<file path="config.mk">
export PLATFORM = sky130hd
export DESIGN_NAME = ppu_bg_pixel_fifo
export DESIGN_NICKNAME = d
export VERILOG_FILES = /design/src/rtl/ppu_bg_pixel_fifo.sv
export SDC_FILE = /design/constraint.sdc
export NUM_CORES = 1
export LEC_CHECK = 0
export CAP_MARGIN = 25
export CORE_MARGIN = 2
export CORE_UTILIZATION = 28
export DETAILED_ROUTE_END_ITERATION = 10
export HOLD_SLACK_MARGIN = 0.1
export PLACE_DENSITY_LB_ADDON = 0.2
export SLEW_MARGIN = 10
export SYNTH_ARGS = -nofsm -noshare
export SYNTH_HDL_FRONTEND = slang
export SYNTH_SLANG_ARGS = --single-unit
</file>
<file path="constraint.sdc">
create_clock -name clk -period 2.45 [get_ports clk]
set_input_delay 0.49 -clock clk [delete_from_list [all_inputs] [get_ports clk]]
set_output_delay 0.49 -clock clk [all_outputs]
set_load 0.02 [all_outputs]
</file>
<file path="src/rtl/ppu_bg_pixel_fifo.sv">
// Background pixel FIFO: takes one 8-pixel tile row per push, hands out one
// 2-bit colour per pop (show-ahead), and silently drops SCX fine-scroll pixels.
module ppu_bg_pixel_fifo #(
    parameter int DEPTH = 16,
    parameter int CNT_W = $clog2(DEPTH) + 1
) (
    input  logic             clk,
    input  logic             reset,
    input  logic             dot_en,
    input  logic             flush,
    input  logic             push_valid,
    input  logic [7:0]       push_lo,
    input  logic [7:0]       push_hi,
    input  logic             push_xflip,
    output logic             push_ready,
    input  logic             pop_en,
    output logic [1:0]       pop_color,
    output logic             empty,
    input  logic             discard_load,
    input  logic [2:0]       scx_fine,
    output logic             discarding,
    output logic [CNT_W-1:0] count
);

    localparam int PTR_W = $clog2(DEPTH);
    localparam logic [CNT_W-1:0] ROW_PIX = CNT_W'(8);
    localparam logic [CNT_W-1:0] ROOM_MAX = CNT_W'(DEPTH - 8);

    typedef enum logic [1:0] {
        TAKE_NONE,
        TAKE_POP,
        TAKE_DISCARD
    } take_e;

    logic [1:0]       mem_q [DEPTH];
    logic [PTR_W-1:0] rd_ptr_q, rd_ptr_d;
    logic [PTR_W-1:0] wr_ptr_q, wr_ptr_d;
    logic [CNT_W-1:0] count_q, count_d;
    logic [2:0]       disc_cnt_q, disc_cnt_d;

    logic             push_acc;
    logic             discard_step;
    take_e            take;
    logic [1:0]       row_pix [8];

    assign push_ready = (count_q <= ROOM_MAX);
    assign discarding = (disc_cnt_q != 3'd0);
    assign empty      = (count_q == '0) || discarding;
    assign pop_color  = empty ? 2'b00 : mem_q[rd_ptr_q];
    assign count      = count_q;

    assign push_acc     = push_valid && push_ready;
    // A discard_load in the same clock wins over a pending discard step.
    assign discard_step = discarding && (count_q != '0) && dot_en && !discard_load;

    always_comb begin
        take = TAKE_NONE;
        if (discard_step) begin
            take = TAKE_DISCARD;
        end else if (pop_en && !empty) begin
            take = TAKE_POP;
        end
    end

    always_comb begin
        for (int i = 0; i < 8; i++) begin
            row_pix[i] = push_xflip ? {push_hi[i], push_lo[i]}
                                    : {push_hi[7-i], push_lo[7-i]};
        end
    end

    always_comb begin
        rd_ptr_d   = rd_ptr_q;
        wr_ptr_d   = wr_ptr_q;
        count_d    = count_q;
        disc_cnt_d = disc_cnt_q;
        if (flush) begin
            rd_ptr_d   = '0;
            wr_ptr_d   = '0;
            count_d    = '0;
            disc_cnt_d = 3'd0;
        end else begin
            if (push_acc) begin
                wr_ptr_d = wr_ptr_q + PTR_W'(8);
            end
            if (take != TAKE_NONE) begin
                rd_ptr_d = rd_ptr_q + PTR_W'(1);
            end
            count_d = count_q + (push_acc ? ROW_PIX : '0)
                              - CNT_W'(take != TAKE_NONE);
            if (discard_load) begin
                disc_cnt_d = scx_fine;
            end else if (take == TAKE_DISCARD) begin
                disc_cnt_d = disc_cnt_q - 3'd1;
            end
        end
    end

    always_ff @(posedge clk or posedge reset) begin
        if (reset) begin
            rd_ptr_q   <= '0;
            wr_ptr_q   <= '0;
            count_q    <= '0;
            disc_cnt_q <= 3'd0;
        end else begin
            rd_ptr_q   <= rd_ptr_d;
            wr_ptr_q   <= wr_ptr_d;
            count_q    <= count_d;
            disc_cnt_q <= disc_cnt_d;
        end
    end

    // Pixel storage needs no reset; the pointers decide what is valid.
    always_ff @(posedge clk) begin
        if (push_acc && !flush) begin
            for (int i = 0; i < 8; i++) begin
                mem_q[wr_ptr_q + PTR_W'(i)] <= row_pix[i];
            end
        end
    end

endmodule

</file>
Word-level counts from Yosys, hierarchy flattened. Memories as Yosys holds them, arrays and structs flattened. Cells that the tools add are included.

Bits in registers: 16. RAM bits: 32. Bits of input ports: 27. Output and inout port bits: 10. Word-level logic and storage cells: 58. Memories kept: 1.

Memory list: mem_q (depth 16, width 2, rd ports 1, clocked after Yosys merged registers in 0, wr ports 8, line 35) `logic [1:0] mem_q [DEPTH];`.

$add $sub $neg: 12. $lt $le $gt $ge: 1. Equality and inequality tests: 1. Mux-type cells: 22. Reduce and logical (&&, ||, !) cells: 17.

Operators by type and width (count): two-way mux 2 bit (10); two-way mux 4 bit (5); adder 4 x 3 -> 4 bit (second input constant) (4); two-way mux 3 bit (3); adder 4 x 1 -> 4 bit (second input constant) (2); adder 4 x 2 -> 4 bit (second input constant) (2); logical AND 1 bit (6); nonzero test 2 bit (3); nonzero test 3 bit (2); adder 5 x 4 -> 5 bit (1); less-or-equal comparator 5 x 4 -> 1 bit (second input constant) (1); zero test 5 bit (1); two-way mux 5 bit (1); nonzero test 5 bit (1); subtractor 5 x 1 -> 5 bit (1); adder 4 bit (second input constant) (1); zero test 1 bit (3); two-way mux 1 bit (3); subtractor 3 x 1 -> 3 bit (second input constant) (1); == test 2 bit (second input constant) (1); logical OR 1 bit (1).

Longest topological paths before layout. Gate-level depths: netlist (run 1).

Depth after elaboration: 10. Mapped depth: 13. Gate-level depth less buffers: 13.

Worst setup path before layout (run 1). No wires, ideal clock.

Path type: register to register. From: reg count_q[4] (netlist: count[4]). To: reg count_q[3] (netlist: count[3]). Data arrival time: 2.511 ns. Required time: 2.318 ns. Setup slack: -0.193 ns. Stages on the path, launching flop included: 12. Buffers on the path: 1. Path through: dfrtp_1 buf_2 or4_4 o22ai_1 inv_1 ha_1 inv_1 ha_1 inv_1 fa_1 xor2_1 nor2_1.

Word-level cells in the longest chain between the ends: 9. Elaborated cells on any way between the ends: 17. Classes of those cells: add/sub (2); order compare (1); mux (4); reduce/logical (10).

Ends and longest elaborated chain: start: declaration (line 38) `logic [CNT_W-1:0] count_q, count_d;`; start signal: assignment (line 108) `count_q <= count_d;`; parallel branches: the longest is 7 deep, another holds less-or-equal comparator 5 x 4 -> 1 bit; subtractor 5 x 1 -> 5 bit (*) (line 90) `- CNT_W'(take != TAKE_NONE);`; two-way mux 5 bit (*) (line 77) `if (flush) begin`; net count_d[3] (line 38).

Mark *: on every way through the listed nets, which the timed path passes. A chain may end at the register's enable or synchronous reset.

Worst setup path in the final report (run 1).
From: reg rd_ptr_q[1]. To: out pop_color[0].

Word-level cells in the longest chain between the ends: 2.

Ends and longest elaborated chain: start: declaration (line 36) `logic [PTR_W-1:0] rd_ptr_q, rd_ptr_d;`; start signal: assignment (line 106) `rd_ptr_q <= rd_ptr_d;`; memory (16 x 2 bit); two-way mux 2 bit (line 49) `assign pop_color = empty ? 2'b00 : mem_q[rd_ptr_q];`; end: declaration (line 17) `output logic [1:0] pop_color,`.

Every way passes these cells.

==> impl_summary.md, run 1 <==
Run status
The run finished, with violations left. The final reports fail on negative setup slack.

Routing
The average wire per cell in the routed design is 15.1 um. In this run the remaining antenna-violating nets after routing total 0. The first TritonRoute pass finished after 4 iterations. The routed layout has 1723 vias.

The final layout contains routed wiring with a total length of 5.52 mm. In the routed design, unresolved DRC markers number 0. The first routing iteration left 72 violations. The detail-routed via count per cell is 4.72.

Yosys
The synthesized netlist contains 34 unique library cells. The synthesized netlist devotes 3.17% of its cell area to XOR and XNOR gates. The synthesized net count is 233. Counting flops with an async set or reset pin after synthesis yields a share of 28.9%. Of the post-synthesis cell area, the part taken by muxes is 18.8%.

The number of enable-type register cells in the synthesized netlist is 32. In the synthesized netlist, the number of instances is 197. The Yosys step of the flow raised 0 warnings.

The synthesized-area fraction occupied by ao, oa, aoi and oai cells is 7.85%. After synthesis, the largest family of logic cells by area is multiplexers. Summing every instance area after synthesis gives 0.00248 mm2.

The number of register bits inferred by synthesis is 45. A synthesized cell averages 12.6 um2. The adder-cell area share of the yosys netlist is 4.83%. The simple logic cell fraction of the synthesized area is 9.47%. The top cell type by area accounts for 38.7% of the synthesized area. The portion of the post-synthesis area used by sequential elements is 51.8%. In the post-synthesis netlist, the biggest area contributors are sky130_fd_sc_hd__edfxtp_1, sky130_fd_sc_hd__dfrtp_1, sky130_fd_sc_hd__mux4_2, sky130_fd_sc_hd__a21oi_1, sky130_fd_sc_hd__mux2i_1. sky130_fd_sc_hd__edfxtp_1 takes more of the synthesized area than any other cell.

Among all flip-flop cells after synthesis, the most frequent one is sky130_fd_sc_hd__edfxtp_1.

Clock tree
The clock drives 45 sinks. After clock tree synthesis, the clock-pin slew on the worst setup and hold paths is 0.09 ns. The count of H-tree levels built during CTS is 2. After clock tree synthesis, the flow added hold-fix buffers numbering 0. The TritonCTS clock tree is done. The root buffer cell is sky130_fd_sc_hd__clkbuf_8. Buffers inserted during clock tree synthesis total 5. No sink is reached through more buffers than the 2 on the longest clock path. The later pin in the worst-skew pair is clocked with a latency of 0.30 ns.

Flow run
Max-cap violations in this run came to 0.

Setup path
The classification of the worst setup path is reg2out. In this run the register-to-register setup slack is 0.10 ns. In this run the worst path has a maximum fanout of 8. Following the worst setup path forward leads to its endpoint at pop_color[0]. The logic depth of the worst register-to-register path is 9.

The critical path required time is 1.96 ns. The kind of start point of the critical path is a flip-flop. In this run the worst setup path begins at rd_ptr_q[1]. STA classifies the critical path endpoint as an output port. In this run the critical register-to-register path is launched from count[4]. The end of the worst register-to-register path is count[2]. The data arrival at the endpoint of the critical path is 2.10 ns.

Layout
After routing the design area is 0.00327 mm2. The post-route netlist has 26.1% of its cells at a drive strength greater than 1. The net count of the finished layout is 292.

The sequential standard cell area is 0.00129 mm2. Counting the fill cells in the layout gives 873. The combined area of the multi-input logic cells is 0.00114 mm2. The repair_antennas step left the layout with diodes totalling 0. The area growth from synthesis to final layout is 31.8%.

Global route
The number of global-route vias before repair is 1693. The initial antenna violation count is 0. Summed over all layers, the global routing overflow is 0.

Entering global routing, the biggest net connects 23 pins. For this run, the total global-route usage over all layers was measured as 12.1%. The first global-routing pass estimated 9.00 mm of wire.

Timing
The number of hold violations in the final report is 0. Derived from the worst setup path, the maximum achievable clock frequency is 386 MHz. Setup repair after global routing could not meet its margin everywhere. Across all setup checks in the final design, the least slack found is -0.140 ns. The maximum clock skew at final layout is 0.00705 ns. The worst-case headroom to the max-slew limit is 63.1%. The final clock period utilization by the worst path is 106%. The time the worst path needs with I/O delays and setup is 2.59 ns. Hold timing on the final database bottoms out at a slack of 0.526 ns. The final setup violation count is 2. The max-slew violation count is 0.

At the pin with the least slew margin, the transition time is 0.553 ns.

Pwr
For this design the total switching power over the nets is 922 uW. In this run, flip-flops and latches consume 39.0% of the power. The maximum resistive drop on vdd is 235 uV. In this run, the clock network consumes 17.0% of the power. The internal power consumption is 1.75 mW.

The portion of total power attributed to combinational logic is 44.0%. For this design the static power due to leakage is 1.25 nW. Power comes to 2.67 mW. The switching share of power is 34.5%.

In this run the power density over the cells is 815 mW/mm2.

Floorplanning
The core area is 0.00868 mm2. The initial standard-cell utilization of the core is 28.6%. The width of the chip is 98.2 um.

The die area is 0.00964 mm2. In this run the core area contains 34 standard-cell rows. The height of the die is 98.2 um.

The number of I/O pins is 37.

Hold path
In this run the worst hold path is classified as in2async.

Place
Summed over all nets, the half-perimeter wirelength after detailed placement is 4.28 mm. The count of buffers added on input and output ports is 36. The routability congestion estimate is 0.725. The placed instances occupy a cell area of 0.00316 mm2.
==> cell families after synthesis <==
| family | count (synthesis) |
|---|---|
| flops | 45 |
| compound gates | 35 |
| mux | 33 |
| buf+inv | 25 |
| fa+ha+maj | 9 |
| simple gates | 41 |
| xor+xnor | 9 |
==> flip-flops by register name (all words and copies together) (netlist names) <==
signal and count:
disc_cnt_q 3, rd_ptr_q 4, count 5, wr_ptr_q 1
mem_q 32
==> synthesized netlist by cell type, drive strengths merged, types with 3 or more instances <==
cell / instances
a21oi: 26
and4: 5
buf: 7
clkbuf: 3
dfrtp: 13
edfxtp: 32
ha: 8
inv: 15
mux2: 10
mux2i: 13
mux4: 10
nor2: 19
nor2b: 3
nor4: 5
o21ai: 3
xnor2: 5
xor2: 4
==> power by group through the flow <==
stage	Sequential [mW]	Combinational [mW]	Clock (mW)
final	1.04	1.17	0.454
after global routing	1.06	1.29	0.507
after CTS	1.04	1.15	0.475
after detailed placement	1.06	1.17	0
after global placement	1.06	1.16	0
after floorplan	1.09	0.694	0
==> per-layer routing <==
layer,track usage (%),vias to the layer above,wire length [um]
li1,-,856,-
met1,17.4,830,2670
met2,18.3,32,2630
met3,2.72,5,158
met4,3.48,0,64
met5,0,-,0
==> repair_timing <==
action / in CTS / in global routing
gates resized for setup: 11 / 12
hold endpoints to repair: 0 / 0
pin swaps: 0 / 3
endpoints found under the setup margin: 4 / 6
setup buffers: 0 / 1
==> critical path, cell delays in order, from the launching register on <==
cell                      delay, ns
sky130_fd_sc_hd__dfrtp_1       0.40
sky130_fd_sc_hd__buf_12        0.15
sky130_fd_sc_hd__mux4_2        0.50
sky130_fd_sc_hd__mux4_2        0.49
sky130_fd_sc_hd__nor2b_4       0.14
sky130_fd_sc_hd__buf_6         0.12
==> cells in the final DEF (no fill, tap or decap), drive strengths merged <==
master	count
xor2	4
mux2i	13
nor4	5
or3	1
a21o	1
edfxtp	32
a21oi	26
o31a	1
clkbuf	6
o31ai	1
nand3	2
a211oi	1
nand2	1
clkinv	3
fa	1
clkdlybuf4s50	32
nor3	2
mux4	10
dlygate4sd2	1
xnor2	5
and2	1
nor2b	3
dfrtp	13
and4	5
o221ai	1
buf	28
inv	15
o21ai	3
or4	1
o22ai	1
nor2	19
mux2	10
nor3b	1
ha	8
==> stage by stage <==
step	TNS, ns	worst slack (ns)	std cells	util [%]
floorplan	-0.110	-0.0376	197	-
global placement	-0.484	-0.199	356	36.4
detailed placement	-0.436	-0.214	356	36.4
CTS	-0.312	-0.177	364	37.3
global route	-0.397	-0.207	365	37.7
finish	-0.255	-0.140	365	37.7
==> worst min path at each step <==
stage / startpoint / to / cells after the start
global route: reset / disc_cnt_q[2] / 2
CTS: reset / count[0] / 2
detailed placement: wr_ptr_q[3] / wr_ptr_q[3] / 2
finish: reset / count[0] / 2
floorplan: reset / count[0] / 1
global placement: wr_ptr_q[3] / wr_ptr_q[3] / 2
==> layout make-up <==
| cell class | instances | share of cell area, % |
|---|---|---|
| timing repair buffer | 62 | 17.4 |
| clock buffer | 5 | 2.10 |
| tap | 108 | 4.13 |
| inverter | 15 | 1.72 |
| sequential | 45 | 39.3 |
| multi-input combinational | 127 | 34.8 |
| clock inverter | 3 | 0.535 |
Note: power is estimated with default switching activity, not from simulation.
==> inputs of run 2 (changes only) <==
Settings changed: SETUP_SLACK_MARGIN set to 0.2.
==> impl_summary.md, run 2 (synthesis gave the netlist of run 1 again) <==
Run status
The flow ran to the end, but the final reports show violations. The checks that failed: negative setup slack.

Layout
The post-route non-filler standard cell count came to 366 (+0.27%). The count of fill cells added during filler insertion was 866 (-0.80%). Leaving out fill and tap cells, the most frequent cells in the layout are sky130_fd_sc_hd__edfxtp_1, sky130_fd_sc_hd__clkdlybuf4s50_1, sky130_fd_sc_hd__buf_4.

The number of flip-flops in the largest register was 32 (unchanged). The register name with the most flops is mem_q. The combined area of the multi-input logic cells was 0.00119 mm2 (+4.3%). Relative to the synthesized area, the layout overhead comes to 34.7%. The net count of the finished layout was 294 (+0.68%). The sequential standard cell area is 0.00129 mm2 (unchanged). The total inserted antenna cells is 0 (unchanged).

The most common cell after layout, fill and taps aside is sky130_fd_sc_hd__edfxtp_1. The share of layout cells above drive strength 1 is 29.5% (+3.4 points).

Timing
The fmax is 384 MHz (-0.47%). The slew at the pin closest to its max-slew limit is 0.538 ns (-0.0146 ns). The accumulated negative setup slack came to -0.258 ns (-0.00334 ns).

The time the worst path needs with I/O delays and setup is 2.60 ns (+0.0121 ns). The max-slew violation count came to 0 (unchanged). Setup repair after global routing could not meet its margin everywhere.

The final setup violation count is 2 (unchanged). The worst setup margin is -0.152 ns (-0.0121 ns). The worst-case headroom to the max-slew limit is 64.1% (+0.98 points).

The final clock period utilization by the worst path is 106% (+0.50 points). The number of hold violations in the final report is 0 (unchanged). The maximum clock skew at final layout is 0.00272 ns (-0.00433 ns).

Setup path
The classification of the worst setup path is reg2out. The worst setup path is captured at an output port. The termination of the worst setup path is pop_color[0]. The biggest fanout along the worst timing path is 8 (unchanged).

The data arrival at the endpoint of the critical path is 2.11 ns (about the same). The kind of start point of the critical path is a flip-flop. The critical path required time came to 1.96 ns (about the same). The setup slack of the most critical reg-to-reg path is 0.21 ns (+0.11 ns). The start point of the critical path is rd_ptr_q[1]. The logic depth of the worst register-to-register path is 9 (unchanged).

The worst register-to-register path ends at count[2]. In this run the critical register-to-register path is launched from count[2].

Clock tree
The number of buffers between clock root and the deepest sink was 2 (unchanged). The clock sink count was 45 (unchanged). The clock-pin slew on the worst setup and hold paths was 0.08 ns (about the same). The later-pin clock latency in the skew report was 0.29 ns (about the same). The count of H-tree levels built during CTS is 2 (unchanged). The TritonCTS clock tree is done.

The number of hold-repair buffers added at the cts stage came to 0 (unchanged). CTS placed an instance of sky130_fd_sc_hd__clkbuf_8 at the clock tree root. The total CTS buffers is 5 (unchanged).

Global route
The overall overflow remaining after global route came to 0 (unchanged). The total routing resource utilization after global routing is 12.2% (+0.10 points). The initial antenna violation count is 0 (unchanged). The largest net degree at the start of global routing is 23 (unchanged). The global-route wire length before repair was 8.94 mm (-0.61%).

The number of global-route vias before repair is 1728 (+2.1%).

Floorplanning
The width of the chip is 98.2 um (unchanged). The die area came to 0.00964 mm2 (unchanged). The initial standard-cell utilization of the core is 28.6% (unchanged). The number of placement rows came to 34 (unchanged). The core area was 0.00868 mm2 (unchanged).

The height of the die is 98.2 um (unchanged). The number of I/O pins was 37 (unchanged).

Routing
The total vias in the final route is 1739 (+0.93%). The average wire per cell in the routed design is 15.4 um (+2.0%). The detail-routed via count per cell came to 4.75 (+0.65%). The number of remaining DRC errors came to 0 (unchanged).

The violation count after the first detailed-routing iteration is 107 (+49%). The number of detailed-routing iterations run before antenna repair came to 4 (unchanged). The number of routed nets with antenna violations came to 0 (unchanged). The final wirelength was 5.65 mm (+2.3%).

Place
The routability congestion estimate is 0.734 (+1.3%). The placed instance count is 355 (-0.28%). The number of buffers inserted by port buffering is 36 (unchanged). The HPWL reported at the end of detailed placement is 4.39 mm (+2.6%).

Pwr
The leakage power came to 1.26 nW (+1.0%). The maximum resistive drop on vdd was 295 uV (+26%). The power per cell area is 827 mW/mm2 (+1.4%).

Flow run
The max-cap violation count is 0 (unchanged).

Hold path
The worst hold path belongs to the class in2async.
==> run 2: metal layers <==
| layer | wire (um) | share of wire, % | global-route usage [%] | up-vias |
|---|---|---|---|---|
| met5 | 0 | 0 | 0 | - |
| met4 | 65 | 1.2 | 3.79 | 0 |
| met3 | 188 | 3.3 | 2.43 | 4 |
| met2 | 2730 | 48 | 19.4 | 30 |
| met1 | 2670 | 47 | 16.9 | 851 |
| li1 | - | - | - | 854 |
==> run 2: layout make-up <==
type | count | share of cell area [%]
Tap cell | 108 | 4.04
Multi-Input combinational cell | 127 | 35.5
Sequential cell | 45 | 38.5
Clock buffer | 5 | 2.06
Clock inverter | 2 | 0.336
Timing Repair Buffer | 64 | 17.9
Inverter | 15 | 1.68
==> run 2: where the power goes <==
part	internal (mW)	switching (mW)
logic	0.649	0.630
registers	0.963	0.0826
clock network	0.192	0.251
==> run 2: what timing repair did <==
item	in CTS	in global routing
pin swaps	4	5
setup buffers	2	2
cloned	0	0
endpoints found under the setup margin	8	9
gates resized for setup	24	13
==> run 2: worst min-delay path by stage <==
| stage | startpoint | endpoint | slack (ns) | cells past startpoint |
|---|---|---|---|---|
| after floorplan | reset | count[0] | 0.37 | 1 |
| after global placement | wr_ptr_q[3] | wr_ptr_q[3] | 0.55 | 2 |
| after detailed placement | wr_ptr_q[3] | wr_ptr_q[3] | 0.56 | 2 |
| after CTS | reset | count[0] | 0.54 | 2 |
| after global routing | reset | count[0] | 0.59 | 2 |
| final | reset | count[0] | 0.53 | 2 |
==> run 2: worst max-delay path: stages, from the launching register on <==
cell and delay (ns):
sky130_fd_sc_hd__dfrtp_1 0.40, sky130_fd_sc_hd__buf_12 0.15, sky130_fd_sc_hd__mux4_2 0.49, sky130_fd_sc_hd__mux4_2 0.51, sky130_fd_sc_hd__nor2b_4 0.15, sky130_fd_sc_hd__buf_6 0.12
==> run 2: metrics by stage <==
stage / util, % / power [mW] / hold WS [ns] / worst slack, ns / area (um2)
after floorplan: - / 1.79 / 0.367 / -0.0121 / 2510
after global placement: 36.6 / 2.22 / 0.550 / -0.200 / 3170
after detailed placement: 36.6 / 2.24 / 0.560 / -0.237 / 3170
after CTS: 37.8 / 2.73 / 0.543 / -0.201 / 3280
after global routing: 38.6 / 2.96 / 0.594 / -0.232 / 3350
final: 38.6 / 2.77 / 0.531 / -0.152 / 3350
